### config.mk
export PLATFORM = sky130hd
export DESIGN_NAME = mux4_rr_arbiter
export DESIGN_NICKNAME = d
export VERILOG_FILES = /design/src/rtl/mux4_rr_arbiter_pkg.sv /design/src/rtl/mux4_rr_arbiter_rr_pick4.sv /design/src/rtl/mux4_rr_arbiter.sv
export SDC_FILE = /design/constraint.sdc
export NUM_CORES = 1
export LEC_CHECK = 0
export ABC_AREA = 0
export ABC_CLOCK_PERIOD_IN_PS = 3720
export CAP_MARGIN = 20
export CORE_MARGIN = 3
export CORE_UTILIZATION = 32
export CTS_CLUSTER_DIAMETER = 30
export CTS_CLUSTER_SIZE = 25
export DETAILED_ROUTE_END_ITERATION = 6
export PLACE_DENSITY = 0.56
export SYNTH_ARGS = -nofsm -noshare
export SYNTH_HDL_FRONTEND = slang
export SYNTH_HIERARCHICAL = 1
export SYNTH_SLANG_ARGS = --single-unit
### constraint.sdc
create_clock -name clk -period 3.72 [get_ports clk]
set_input_delay 0.372 -clock clk [delete_from_list [all_inputs] [get_ports clk]]
set_output_delay 0.372 -clock clk [all_outputs]
set_load 0.005 [all_outputs]
### src/rtl/mux4_rr_arbiter_pkg.sv
// ---------------------------------------------------------------------------
// mux4_arb_pkg
// Shared definitions for the 4-input round-robin mux arbiter:
//   - arb_state_t    : arbiter FSM states (IDLE, GRANT, GAP)
//   - NUM_REQ        : number of requesters / mux data inputs
//   - IDX_W          : width of a requester index (mux select width)
//   - idx_to_onehot  : index -> one-hot requester mask helper
// ---------------------------------------------------------------------------
package mux4_arb_pkg;

    localparam int unsigned NUM_REQ = 4;
    localparam int unsigned IDX_W   = 2;

    typedef enum logic [1:0] {
        IDLE  = 2'd0,
        GRANT = 2'd1,
        GAP   = 2'd2
    } arb_state_t;

    // One-hot mask with only bit 'idx' set.
    function automatic logic [NUM_REQ-1:0] idx_to_onehot(input logic [IDX_W-1:0] idx);
        logic [NUM_REQ-1:0] mask;
        mask      = {NUM_REQ{1'b0}};
        mask[idx] = 1'b1;
        return mask;
    endfunction

endpackage

### src/rtl/mux4_rr_arbiter_rr_pick4.sv
// ---------------------------------------------------------------------------
// rr_pick4
// Purely combinational rotating-priority search over four requesters.
// The search order is ptr+1, ptr+2, ptr+3, ptr (mod 4), so the requester at
// 'ptr' (the most recent owner) always has the lowest priority.
// Ports:
//   req [3:0] : request vector
//   ptr [1:0] : index of the lowest-priority requester
//   idx [1:0] : first asserted requester in search order (ptr when none)
//   any       : at least one request is asserted
// ---------------------------------------------------------------------------
module rr_pick4
    import mux4_arb_pkg::*;
(
    input  logic [NUM_REQ-1:0] req,
    input  logic [IDX_W-1:0]   ptr,
    output logic [IDX_W-1:0]   idx,
    output logic               any
);

    logic [IDX_W-1:0] cand_s;

    // Walk the four offsets from ptr+1 and keep the first asserted request.
    always_comb begin
        idx    = ptr;
        any    = 1'b0;
        cand_s = ptr;
        for (int i = 1; i <= 4; i++) begin
            // Offset 4 wraps to ptr itself in the 2-bit sum.
            cand_s = IDX_W'(ptr + IDX_W'(i));
            if (!any && req[cand_s]) begin
                idx = cand_s;
                any = 1'b1;
            end else begin
                idx = idx;
                any = any;
            end
        end
    end

endmodule

### src/rtl/mux4_rr_arbiter.sv
// ---------------------------------------------------------------------------
// mux4_rr_arbiter
// Round-robin arbiter driving the select and enable of a 4:1 transmission-
// gate mux. A granted owner keeps the mux until it drops its request, or
// until it has held MAXHOLD cycles while someone else is waiting. Every
// hand-over passes through a one-cycle GAP with gnt/en low so that two
// transmission gates are never on at the same time (break-before-make).
// Parameters:
//   MAXHOLD   : maximum consecutive grant cycles under contention (2..255)
// Ports:
//   clk       : clock, all state updates on the rising edge
//   rst       : synchronous active-high reset
//   req [3:0] : level requests, req[i] from mux input i (a/b/c/d = 0..3)
//   gnt [3:0] : one-hot grant or all zero
//   s1, s0    : mux select, {s1,s0} = owner index (held outside GRANT)
//   en        : mux output carries the owner's data
// ---------------------------------------------------------------------------
module mux4_rr_arbiter
    import mux4_arb_pkg::*;
#(
    parameter int unsigned MAXHOLD = 8
) (
    input  logic               clk,
    input  logic               rst,
    input  logic [NUM_REQ-1:0] req,
    output logic [NUM_REQ-1:0] gnt,
    output logic               s1,
    output logic               s0,
    output logic               en
);

    localparam int unsigned       CNT_W   = (MAXHOLD > 1) ? $clog2(MAXHOLD) : 1;
    localparam logic [CNT_W-1:0]  CNT_MAX = CNT_W'(MAXHOLD - 1);

    arb_state_t          state_r;
    arb_state_t          state_nxt_s;
    logic [IDX_W-1:0]    sel_r;
    logic [IDX_W-1:0]    sel_nxt_s;
    logic [IDX_W-1:0]    ptr_r;
    logic [IDX_W-1:0]    ptr_nxt_s;
    logic [CNT_W-1:0]    cnt_r;
    logic [CNT_W-1:0]    cnt_nxt_s;
    logic [NUM_REQ-1:0]  gnt_r;
    logic [NUM_REQ-1:0]  gnt_nxt_s;
    logic                en_r;
    logic                en_nxt_s;

    logic [IDX_W-1:0]    pick_idx_s;
    logic                pick_any_s;
    logic [NUM_REQ-1:0]  others_s;
    logic                release_s;
    logic                preempt_s;
    logic                leave_grant_s;

    rr_pick4 u_pick (
        .req (req),
        .ptr (ptr_r),
        .idx (pick_idx_s),
        .any (pick_any_s)
    );

    // While in GRANT, sel_r is the owner index.
    assign others_s      = req & ~idx_to_onehot(sel_r);
    assign release_s     = ~req[sel_r];
    assign preempt_s     = (cnt_r == CNT_MAX) && (others_s != {NUM_REQ{1'b0}});
    // Release and pre-emption in the same cycle collapse into one exit.
    assign leave_grant_s = release_s | preempt_s;

    // FSM state register.
    always_ff @(posedge clk) begin
        if (rst) begin
            state_r <= IDLE;
        end else begin
            state_r <= state_nxt_s;
        end
    end

    // FSM next-state decode.
    always_comb begin
        state_nxt_s = state_r;
        case (state_r)
            IDLE: begin
                if (pick_any_s) begin
                    state_nxt_s = GRANT;
                end else begin
                    state_nxt_s = IDLE;
                end
            end
            GRANT: begin
                if (leave_grant_s) begin
                    state_nxt_s = GAP;
                end else begin
                    state_nxt_s = GRANT;
                end
            end
            GAP: begin
                // Only requests present at the GAP-exit edge matter.
                if (pick_any_s) begin
                    state_nxt_s = GRANT;
                end else begin
                    state_nxt_s = IDLE;
                end
            end
            default: begin
                state_nxt_s = IDLE;
            end
        endcase
    end

    // Output and datapath next values, keyed on the state being entered.
    always_comb begin
        gnt_nxt_s = gnt_r;
        en_nxt_s  = en_r;
        sel_nxt_s = sel_r;
        ptr_nxt_s = ptr_r;
        cnt_nxt_s = cnt_r;
        case (state_nxt_s)
            GRANT: begin
                if (state_r != GRANT) begin
                    // Fresh pick: the select moves only here.
                    sel_nxt_s = pick_idx_s;
                    gnt_nxt_s = idx_to_onehot(pick_idx_s);
                    en_nxt_s  = 1'b1;
                    cnt_nxt_s = {CNT_W{1'b0}};
                end else if (cnt_r != CNT_MAX) begin
                    cnt_nxt_s = cnt_r + CNT_W'(1'b1);
                end else begin
                    cnt_nxt_s = cnt_r;
                end
            end
            GAP: begin
                // Last owner becomes lowest priority for the next pick.
                gnt_nxt_s = {NUM_REQ{1'b0}};
                en_nxt_s  = 1'b0;
                ptr_nxt_s = sel_r;
            end
            IDLE: begin
                gnt_nxt_s = {NUM_REQ{1'b0}};
                en_nxt_s  = 1'b0;
            end
            default: begin
                gnt_nxt_s = {NUM_REQ{1'b0}};
                en_nxt_s  = 1'b0;
            end
        endcase
    end

    // Output and datapath registers; ptr resets to 3 so requester 0 wins first.
    always_ff @(posedge clk) begin
        if (rst) begin
            gnt_r <= {NUM_REQ{1'b0}};
            en_r  <= 1'b0;
            sel_r <= {IDX_W{1'b0}};
            ptr_r <= 2'd3;
            cnt_r <= {CNT_W{1'b0}};
        end else begin
            gnt_r <= gnt_nxt_s;
            en_r  <= en_nxt_s;
            sel_r <= sel_nxt_s;
            ptr_r <= ptr_nxt_s;
            cnt_r <= cnt_nxt_s;
        end
    end

    assign gnt = gnt_r;
    assign s1  = sel_r[1];
    assign s0  = sel_r[0];
    assign en  = en_r;

endmodule
==> Yosys cells after proc, flatten, opt, wreduce, memory -nomap -nowiden <==
Cells that the tools add are included.
{ "op_classes": {"eq_ne": 7, "n_reduce_logical": 16, "n_lt_le_gt_ge": 8, "n_bitwise": 5, "n_mux": 27, "add_sub_neg": 4} }
{ "op_table": {"columns": ["op", "count"], "rows": [
  ["2-bit by 3-bit < comparator with 1-bit output (second input constant)", 6],
  ["1-bit two-way mux", 12],
  ["1-bit binary-select mux with 2-bit select", 5],
  ["2-bit two-way mux", 5],
  ["1-bit logical AND", 6],
  ["3-bit two-way mux", 2],
  ["2-bit adder (second input constant)", 2],
  ["4-bit bitwise AND", 1],
  ["1-bit demux with 2-bit select", 2],
  ["2-bit by 1-bit equality test with 1-bit output (second input constant)", 2],
  ["2-bit equality test (second input constant)", 2],
  ["2-bit by 1-bit >= comparator with 1-bit output (second input constant)", 2],
  ["4-bit NOT", 1],
  ["2-bit one-hot mux with 2 select lines", 1],
  ["2-bit AND reduction", 2],
  ["4-bit nonzero test", 1],
  ["2-bit OR reduction", 2],
  ["3-bit by 1-bit adder with 3-bit output (second input constant)", 1],
  ["3-bit equality test (second input constant)", 1],
  ["1-bit zero test", 3],
  ["3-bit != test (second input constant)", 1],
  ["2-bit by 1-bit adder with 2-bit output (second input constant)", 1],
  ["2-bit zero test", 1],
  ["2-bit by 1-bit != test with 1-bit output (second input constant)", 1],
  ["3 further kinds", 4]
]} }
{ "word_totals": {"ff_bits": 14, "in_bits": 6} }

==> Logic depth before layout (Yosys ltp) <==
{ "logic_depth": {"word_depth": 18, "depth_mapped": 6, "depth_no_buf": 6} }

==> Cells and area by module <==
The synthesis kept the hierarchy.
{ "by_module_without_submodules": {"columns": ["module", "area_per_inst_um2", "seq_area_each_um2", "instances", "cells_each"], "rows": [
  ["mux4_rr_arbiter", 681.9, 280.3, 1, 77],
  ["rr_pick4", 82.6, 0.0, 1, 14]
]} }

==> Worst setup path after synthesis <==
Ideal clock, no wire load.
{ "synth_path": {"path_type": "in2reg", "start": "input port req[3]", "end": "register en_r, in the netlist en", "required_time_ps": 3586, "arrival_time_ps": 1620, "stages": 6, "setup_slack_ps": 1965, "path_cell_list": "or4_1 -> nand2b_1 -> clkbuf_1 -> inv_1 -> a31oi_1 -> nor3_1"} }
{ "synth_via": {"elab_chain_len": 17, "word_cells_on_any_way": 31, "classes_between": "1 x eq/ne; 17 x mux; 4 x bitwise; 9 x reduce/logical"} }
{ "synth_rtl": {"columns": ["element", "line_no", "source"], "rows": [
  ["start, declared", "mux4_rr_arbiter.sv:25", "input logic [NUM_REQ-1:0] req,"],
  ["1-bit binary-select mux with 2-bit select", "mux4_rr_arbiter_rr_pick4.sv:31", "if (!any && req[cand_s]) begin"],
  ["1-bit two-way mux (not written as such)", "mux4_rr_arbiter_rr_pick4.sv:31", null],
  ["1-bit two-way mux", "mux4_rr_arbiter_rr_pick4.sv:31", null],
  ["1-bit zero test", "mux4_rr_arbiter_rr_pick4.sv:31", null],
  ["1-bit logical AND", "mux4_rr_arbiter_rr_pick4.sv:31", null],
  ["1-bit two-way mux", "mux4_rr_arbiter_rr_pick4.sv:31", null],
  ["1-bit zero test", "mux4_rr_arbiter_rr_pick4.sv:31", null],
  ["1-bit logical AND", "mux4_rr_arbiter_rr_pick4.sv:31", null],
  ["1-bit two-way mux", "mux4_rr_arbiter_rr_pick4.sv:31", null],
  ["1-bit zero test", "mux4_rr_arbiter_rr_pick4.sv:31", null],
  ["1-bit logical AND", "mux4_rr_arbiter_rr_pick4.sv:31", null],
  ["1-bit two-way mux", "mux4_rr_arbiter_rr_pick4.sv:31", null],
  ["1-bit two-way mux", "mux4_rr_arbiter.sv:83, mux4_rr_arbiter.sv:98", null],
  ["2-bit one-hot mux with 2 select lines (*)", "mux4_rr_arbiter.sv:81", "case (state_r)"],
  ["2-bit by 1-bit equality test with 1-bit output (*)", "mux4_rr_arbiter.sv:117", "case (state_nxt_s)"],
  ["1-bit NOT (no source line) (*)", null, null],
  ["2-bit OR reduction (no source line) (*)", null, null],
  ["end signal, assigned", "mux4_rr_arbiter.sv:158", "en_r <= en_nxt_s;"],
  ["end, declared", "mux4_rr_arbiter.sv:45", "logic en_r;"]
]} }
Every way passes the cells marked *; elsewhere a longest branch is shown, timed or not. The select of a mux whose other input is x is not followed.
A chain may end at the register's enable or synchronous reset.

==> Worst setup path in the final report <==
{ "layout_path": {"start": "input port req[3]", "end": "register en_r, in the netlist en"} }
{ "layout_via": {"elab_chain_len": 17, "word_cells_on_any_way": 31, "classes_between": "1 x eq/ne; 17 x mux; 4 x bitwise; 9 x reduce/logical"} }
{ "layout_rtl": {"columns": ["element", "line_no", "source"], "rows": [
  ["1-bit binary-select mux with 2-bit select", "mux4_rr_arbiter_rr_pick4.sv:31", null],
  ["1-bit two-way mux (not written as such)", "mux4_rr_arbiter_rr_pick4.sv:31", null],
  ["1-bit two-way mux", "mux4_rr_arbiter_rr_pick4.sv:31", null],
  ["1-bit zero test", "mux4_rr_arbiter_rr_pick4.sv:31", null],
  ["1-bit logical AND", "mux4_rr_arbiter_rr_pick4.sv:31", null],
  ["1-bit two-way mux", "mux4_rr_arbiter_rr_pick4.sv:31", null],
  ["1-bit zero test", "mux4_rr_arbiter_rr_pick4.sv:31", null],
  ["1-bit logical AND", "mux4_rr_arbiter_rr_pick4.sv:31", null],
  ["[2 not listed]", null, null],
  ["1-bit logical AND", "mux4_rr_arbiter_rr_pick4.sv:31", null],
  ["1-bit two-way mux (*)", "mux4_rr_arbiter_rr_pick4.sv:31", null],
  ["named net pick_any_s", "mux4_rr_arbiter.sv:49", "logic pick_any_s;"],
  ["1-bit two-way mux (*)", "mux4_rr_arbiter.sv:83, mux4_rr_arbiter.sv:98", null],
  ["2-bit one-hot mux with 2 select lines (*)", "mux4_rr_arbiter.sv:81", null],
  ["2-bit by 1-bit equality test with 1-bit output (*)", "mux4_rr_arbiter.sv:117", null],
  ["1-bit NOT (no source line) (*)", null, null],
  ["2-bit OR reduction (no source line) (*)", null, null]
]} }
Mark *: on every way through the listed nets, which the timed path passes. The rest lies on a longest branch. The select of a mux whose other input is x is not followed.

==> results.cfg <==
[detailed_routing]
drc = 0
antenna_left = 0
wl_per_cell_um = 12.5
drtIter0Drc = 8
drtPass1Iterations = 4
wl_um = 1640
viasPerCell = 5.20
vias = 681

[cts]
cts_hold_buffers = 0
clk_pin_slew_ns = 0.08
root_buffer = clkbuf_4
cts_num_sinks = 14
clock_latency_ns = 0.27
cts.path.max_buffers = 2
cts_resized = 0
numCtsBuffers = 3
htreeDepth = 1
cts_setup_buffers = 0
cts_tree = done

[sta]
relSlewSlack_pct = 65.2
finClkSkew_ns = 0.000491
fin_crit_sh_pct = 57.0
rsz0062_at_grt = no
tightest_slew_ns = 0.521
drv_slew = 0
fin_crit_ns = 2.12
setup_viol_count_final = 0
hold_violations = 0
clock.fmax_mhz = 471
setup-tns-final_ns = 0

[floorplanning]
fp.dieW_um = 54.9
dieArea_um2 = 3010
die_h_um = 54.9
rows = 17
io_pins = 13
start_util_pct = 34.2
core_area_um2 = 2230

[logic_synthesis]
synthArstFlopShare_pct = 0
synth-main-ff-cell = dfxtp_1
syn_inst = 91
synth_area_um2 = 764
syn_avg_cell_area_um2 = 8.40
yosys_warnings = 6
yosysTopAreaCell = dfxtp_1
synth-edff-count = 0
netlist-cell-type-count = 31
synth_top_area_share_pct = 36.7
ys_seq_area_share_pct = 36.7
synth.most_common_cell = dfxtp_1
synth_fp_nets = 99
ys_top_cells_by_count = dfxtp_1 (14), a21oi_1 (10), nor2_1 (10), nor3_1 (8)
synthTopCellsByArea = dfxtp_1 (37%), mux2i_1 (7.9%), a21oi_1 (6.5%), nor3_1 (5.2%), nor2_1 (4.9%)
ys_seq_elements = 14

[min_path]
min_path_cells = 2
hold_start = cnt_r[1]$_SDFFE_PP0P_
holdPathEnd = cnt_r[1]$_SDFFE_PP0P_
hp-class = flop to flop

[global_routing]
grt_use_total_pct = 13.1
grt_max_degree = 16
grt_pass1_wl_um = 2790
grt_pass1_vias = 610
gr-total-overflow = 0
grt_antenna_before_repair = 0

[power]
vdd.ir_drop.worst_v = 0.000212
power_density_nw_per_um2 = 398
leakagePower_nw = 0.371
finalPower_w = 0.000372

[flow_run]
max_cap_viol_count = 0

[setup_path]
rr_endpoint = en$_SDFFE_PP0N_
cp.arrival_ns = 2.26
rr_worst_depth = 5
r2r_start = sel_r[1]$_SDFFE_PP0P_
worstSetupStartpointType = primary input
cp.required_ns = 3.86
r2r_slack_ns = 1.97
setup.worst_path.class = primary input to flop
end_kind = flop
crit_fanout = 9

[final_layout]
n_antenna_cell = 0
design_area_um2 = 933
drive_gt1_share_pct = 6.80
final_nets = 112
fillers = 233
stdcell_count = 131
area_growth_pct = 22.1

[placed_design]
port-buffer-count = 12
dpl_cell_area_um2 = 897
placed_cells = 127
gp_congestion = 0.814
dp.final_hpwl_um = 1220

[status]
status = complete, no violations
==> cell type report <==
cell class	count	area, um2	share of cell area (%)
Sequential cell	14	280	30.0
Tap cell	28	35.0	3.75
Timing Repair Buffer	12	120	12.9
Multi-Input combinational cell	67	439	47.1
Clock buffer	4	36.3	3.89
Inverter	6	22.5	2.41
==> worst max-delay path: stages <==
cell             delay [ns]
clkdlybuf4s50_1        0.54
or4_1                  0.56
nand2b_1               0.23
inv_1                  0.07
a31oi_1                0.39
nor3_1                 0.10
==> cell usage in the layout (no fill, tap or decap), drive strengths merged, types with 2 or more instances in the layout <==
cell type	Yosys	final
clkdlybuf4s50	0	12
dfxtp	14	14
inv	6	6
nor2	10	10
nor3	8	8
nand2	5	5
nand2b	3	3
a21oi	10	10
clkbuf	3	4
ha	2	2
mux2i	6	6
nand3	2	2
nor3b	2	2
a31oi	2	2
==> how the worst max path moves through the flow <==
stage                                      to  slack [ns]    from  cells past startpoint
after detailed placement      en$_SDFFE_PP0N_        1.31  req[3]                      6
after global routing      gnt[1]$_SDFFE_PP0N_        1.46  req[3]                      6
after CTS                     en$_SDFFE_PP0N_        1.61  req[3]                      6
after global placement    gnt[3]$_SDFFE_PP0N_        1.32  req[3]                      6
final                         en$_SDFFE_PP0N_        1.60  req[3]                      6
after floorplan               en$_SDFFE_PP0N_        1.97  req[3]                      6
==> power breakdown <==
group | internal (W) | switching, W | total [W]
registers | 0.000162 | 0.0000142 | 0.000176
clock network | 0.0000594 | 0.0000474 | 0.000107
logic | 0.0000449 | 0.0000442 | 0.0000890
==> registers in the layout (all words and copies together), names as in the netlist <==
register and cells:
en 1, sel_r 2, cnt_r 3, state_r 2
gnt 4, ptr_r 2
==> cells by family after synthesis <==
group | Yosys count | synth area share, %
adder cells (fa/ha/maj) | 2 | 3.27
flip-flops | 14 | 36.7
multiplexers | 8 | 12.3
AO/OA/AOI/OAI | 21 | 18.0
AND/OR/NAND/NOR | 36 | 23.9
buffers and inverters | 10 | 5.89
==> layer usage <==
metal / share of wire [%] / global-route usage (%) / up-vias
li1: - / - / 353
met4: 0.79 / 4.98 / 0
met5: 0 / 0 / -
met3: 4.5 / 3.27 / 2
met2: 43 / 18.7 / 18
met1: 51 / 18.7 / 308
==> metrics by stage <==
step                      util (%)  hold slack (ns)  worst slack, ns
final                         41.8            0.484             1.60
after global routing          41.8            0.512             1.46
after CTS                     41.8            0.493             1.61
after detailed placement      40.2            0.481             1.31
after global placement        40.2            0.477             1.32
after floorplan                  -            0.449             1.97
Note: power is estimated with default switching activity, not from simulation.
==> RTL edit (same settings) <==
The package constant `NUM_REQ` goes from 4 to 3.
--- a/src/rtl/mux4_rr_arbiter_pkg.sv
+++ b/src/rtl/mux4_rr_arbiter_pkg.sv
@@ -9,5 +9,5 @@
 package mux4_arb_pkg;
 
-    localparam int unsigned NUM_REQ = 4;
+    localparam int unsigned NUM_REQ = 3;
     localparam int unsigned IDX_W   = 2;
 
Ports: changed (resized gnt and req); port bits go from 13 to 11. The function was not compared with the original's and may differ.
==> RTL edit against the original RTL <==
  * Sequential cell count down 1
  * Routed wire length shrank 3.4%
  * Total power down 9.7%
  * Worst setup slack improved by 0.30 ns
  * Design area fell by 6.7%
  * Largest cell class unchanged
  * Global-route usage shrank 0.31 points
  * Critical path type unchanged
  * Area after synthesis is 6.2% lower
  * Largest power group unchanged
  * Clock power fell by 18%
==> RTL edit: results (changes against the original RTL) <==
{
  "run_status": {
    "status": "complete, no violations"
  },
  "yosys": {
    "synth_top_cells_by_area": "dfxtp_1 36%, nor2_1 5.2%, nand2_1 4.7%",
    "post_synthesis_sequential_area_ratio": {"value": 36.3, "unit": "%", "change": "-0.36 points"},
    "ys_top_cells_by_count": "13 x dfxtp_1, 10 x nor2_1, 9 x nand2_1",
    "mappedNetlistNets": {"value": 90, "change": "-9.1%"}
  },
  "critical_path": {
    "timing.critical_path.arrival": {"value": 2.05, "unit": "ns", "change": "-0.21 ns"},
    "crit_path_max_fanout": {"value": 17, "change": "+8"}
  },
  "pwr": {
    "p_leak": {"value": 0.000328, "unit": "uW", "change": "-12%"},
    "worst_ir_drop_vdd": {"value": 0.259, "unit": "mV", "change": "+22%"}
  },
  "timing": {
    "fin_skew": {"value": 0.00489, "unit": "ns", "change": "+0.00440 ns"},
    "timing_worst_slew_pin_value": {"value": 0.555, "unit": "ns", "change": "+0.0340 ns"},
    "hold_fails_final_rpt": {"value": 0, "change": "unchanged"}
  },
  "placement": {
    "global_placer_s_final_weighted_congestion": {"value": 0.699, "change": "-14%"},
    "placement.cell_area": {"value": 843, "unit": "sq um", "change": "-6.0%"},
    "place_hpwl": {"value": 1.19, "unit": "mm", "change": "-2.0%"},
    "buffer_ports.inserted": {"value": 10, "change": "-2"}
  },
  "global_routing": {
    "first_pass_grt_wire_length": {"value": 2.66, "unit": "mm", "change": "-4.7%"},
    "grt_start_max_net_pins": {"value": 18, "change": "+2"},
    "grt_pass1_vias": {"value": 588, "change": "-3.6%"},
    "grt_use_total": {"value": 12.8, "unit": "%", "change": "-0.31 points"}
  },
  "cells_and_area": {
    "drive_above_1_share": {"value": 11.6, "unit": "%", "change": "+4.8 points"},
    "finalNetCount": {"value": 103, "change": "-8.0%"}
  },
  "detailed_routing": {
    "detail_route.wirelength.met1": {"value": 798, "unit": "microns", "change": "-5.5%"},
    "detailroute.wirelength.met3": {"value": 91, "unit": "microns", "change": "+23%"},
    "routed-wl-met2": {"value": 670, "unit": "microns", "change": "-5.9%"},
    "avgRoutedWirePerCell": {"value": 13.0, "unit": "microns", "change": "+3.7%"},
    "number_of_drc_markers_in_iteration_0": {"value": 34, "change": "+26"},
    "route.vias.total": {"value": 651, "change": "-4.4%"}
  }
}
==> RTL edit: cell count changes in the layout (fill, tap and decap cells not counted), moves of 3 or more <==
| cell | before | now |
|---|---|---|
| a21oi_1 | 10 | 3 |
| inv_1 | 6 | 2 |
| mux2i_1 | 6 | 2 |
| nand2_1 | 5 | 9 |
| nand3_1 | 2 | 5 |
| nor3_1 | 8 | 1 |
==> RTL edit: area by class of cell <==
cell class,count,area [sq um]
Clock inverter,1,5.00
Clock buffer,3,22.5
Inverter,2,7.51
Sequential cell,13,260
Timing Repair Buffer,10,100
Tap cell,27,33.8
Fill cell,221,1170
Multi-Input combinational cell,66,442
==> RTL edit: cells by family after synthesis <==
kind of cell | count (synthesis) | share of synthesized area [%]
multiplexers | 2 | 2.79
adder cells (fa/ha/maj) | 2 | 3.49
AND/OR/NAND/NOR | 41 | 31.1
flip-flops | 13 | 36.3
buffers and inverters | 4 | 2.10
AO/OA/AOI/OAI | 21 | 24.3
==> RTL edit: routing by layer <==
metal	track usage, %	up-vias
met5	0	-
met2	19.0	22
met1	17.5	290
li1	-	335
met4	6.38	0
met3	2.25	4
==> RTL edit: per-stage QoR <==
step,std cells,setup slack [ns],hold slack [ns],utilization (%)
after global placement,118,1.61,0.444,41.3
after floorplan,83,2.13,0.451,-
after global routing,122,1.79,0.490,42.6
final,122,1.90,0.461,42.6
after CTS,122,1.92,0.472,42.6
after detailed placement,118,1.63,0.447,41.3
==> RTL edit: worst max-delay path, cell delays in order <==
cell and delay (ns):
clkdlybuf4s50_1 0.69, or3b_2 0.59, a21oi_2 0.22, a22o_1 0.17
==> RTL edit: power by group <==
part | switching (uW) | internal [uW] | total, uW
registers | 13.9 | 153 | 167
clock network | 47.5 | 39.8 | 87.4
logic | 40.8 | 40.9 | 81.7
total | 102 | 234 | 336
==> RTL edit: final timing paths <==
path,startpoint,end,slack [ns],cells after the start
worst max register to register,cnt_r[0],ptr_r[0],1.92,6
worst max-delay path,rst,gnt[0],1.90,4
worst min-delay path,en,en,0.46,1
worst min register to register,en,en,0.46,1
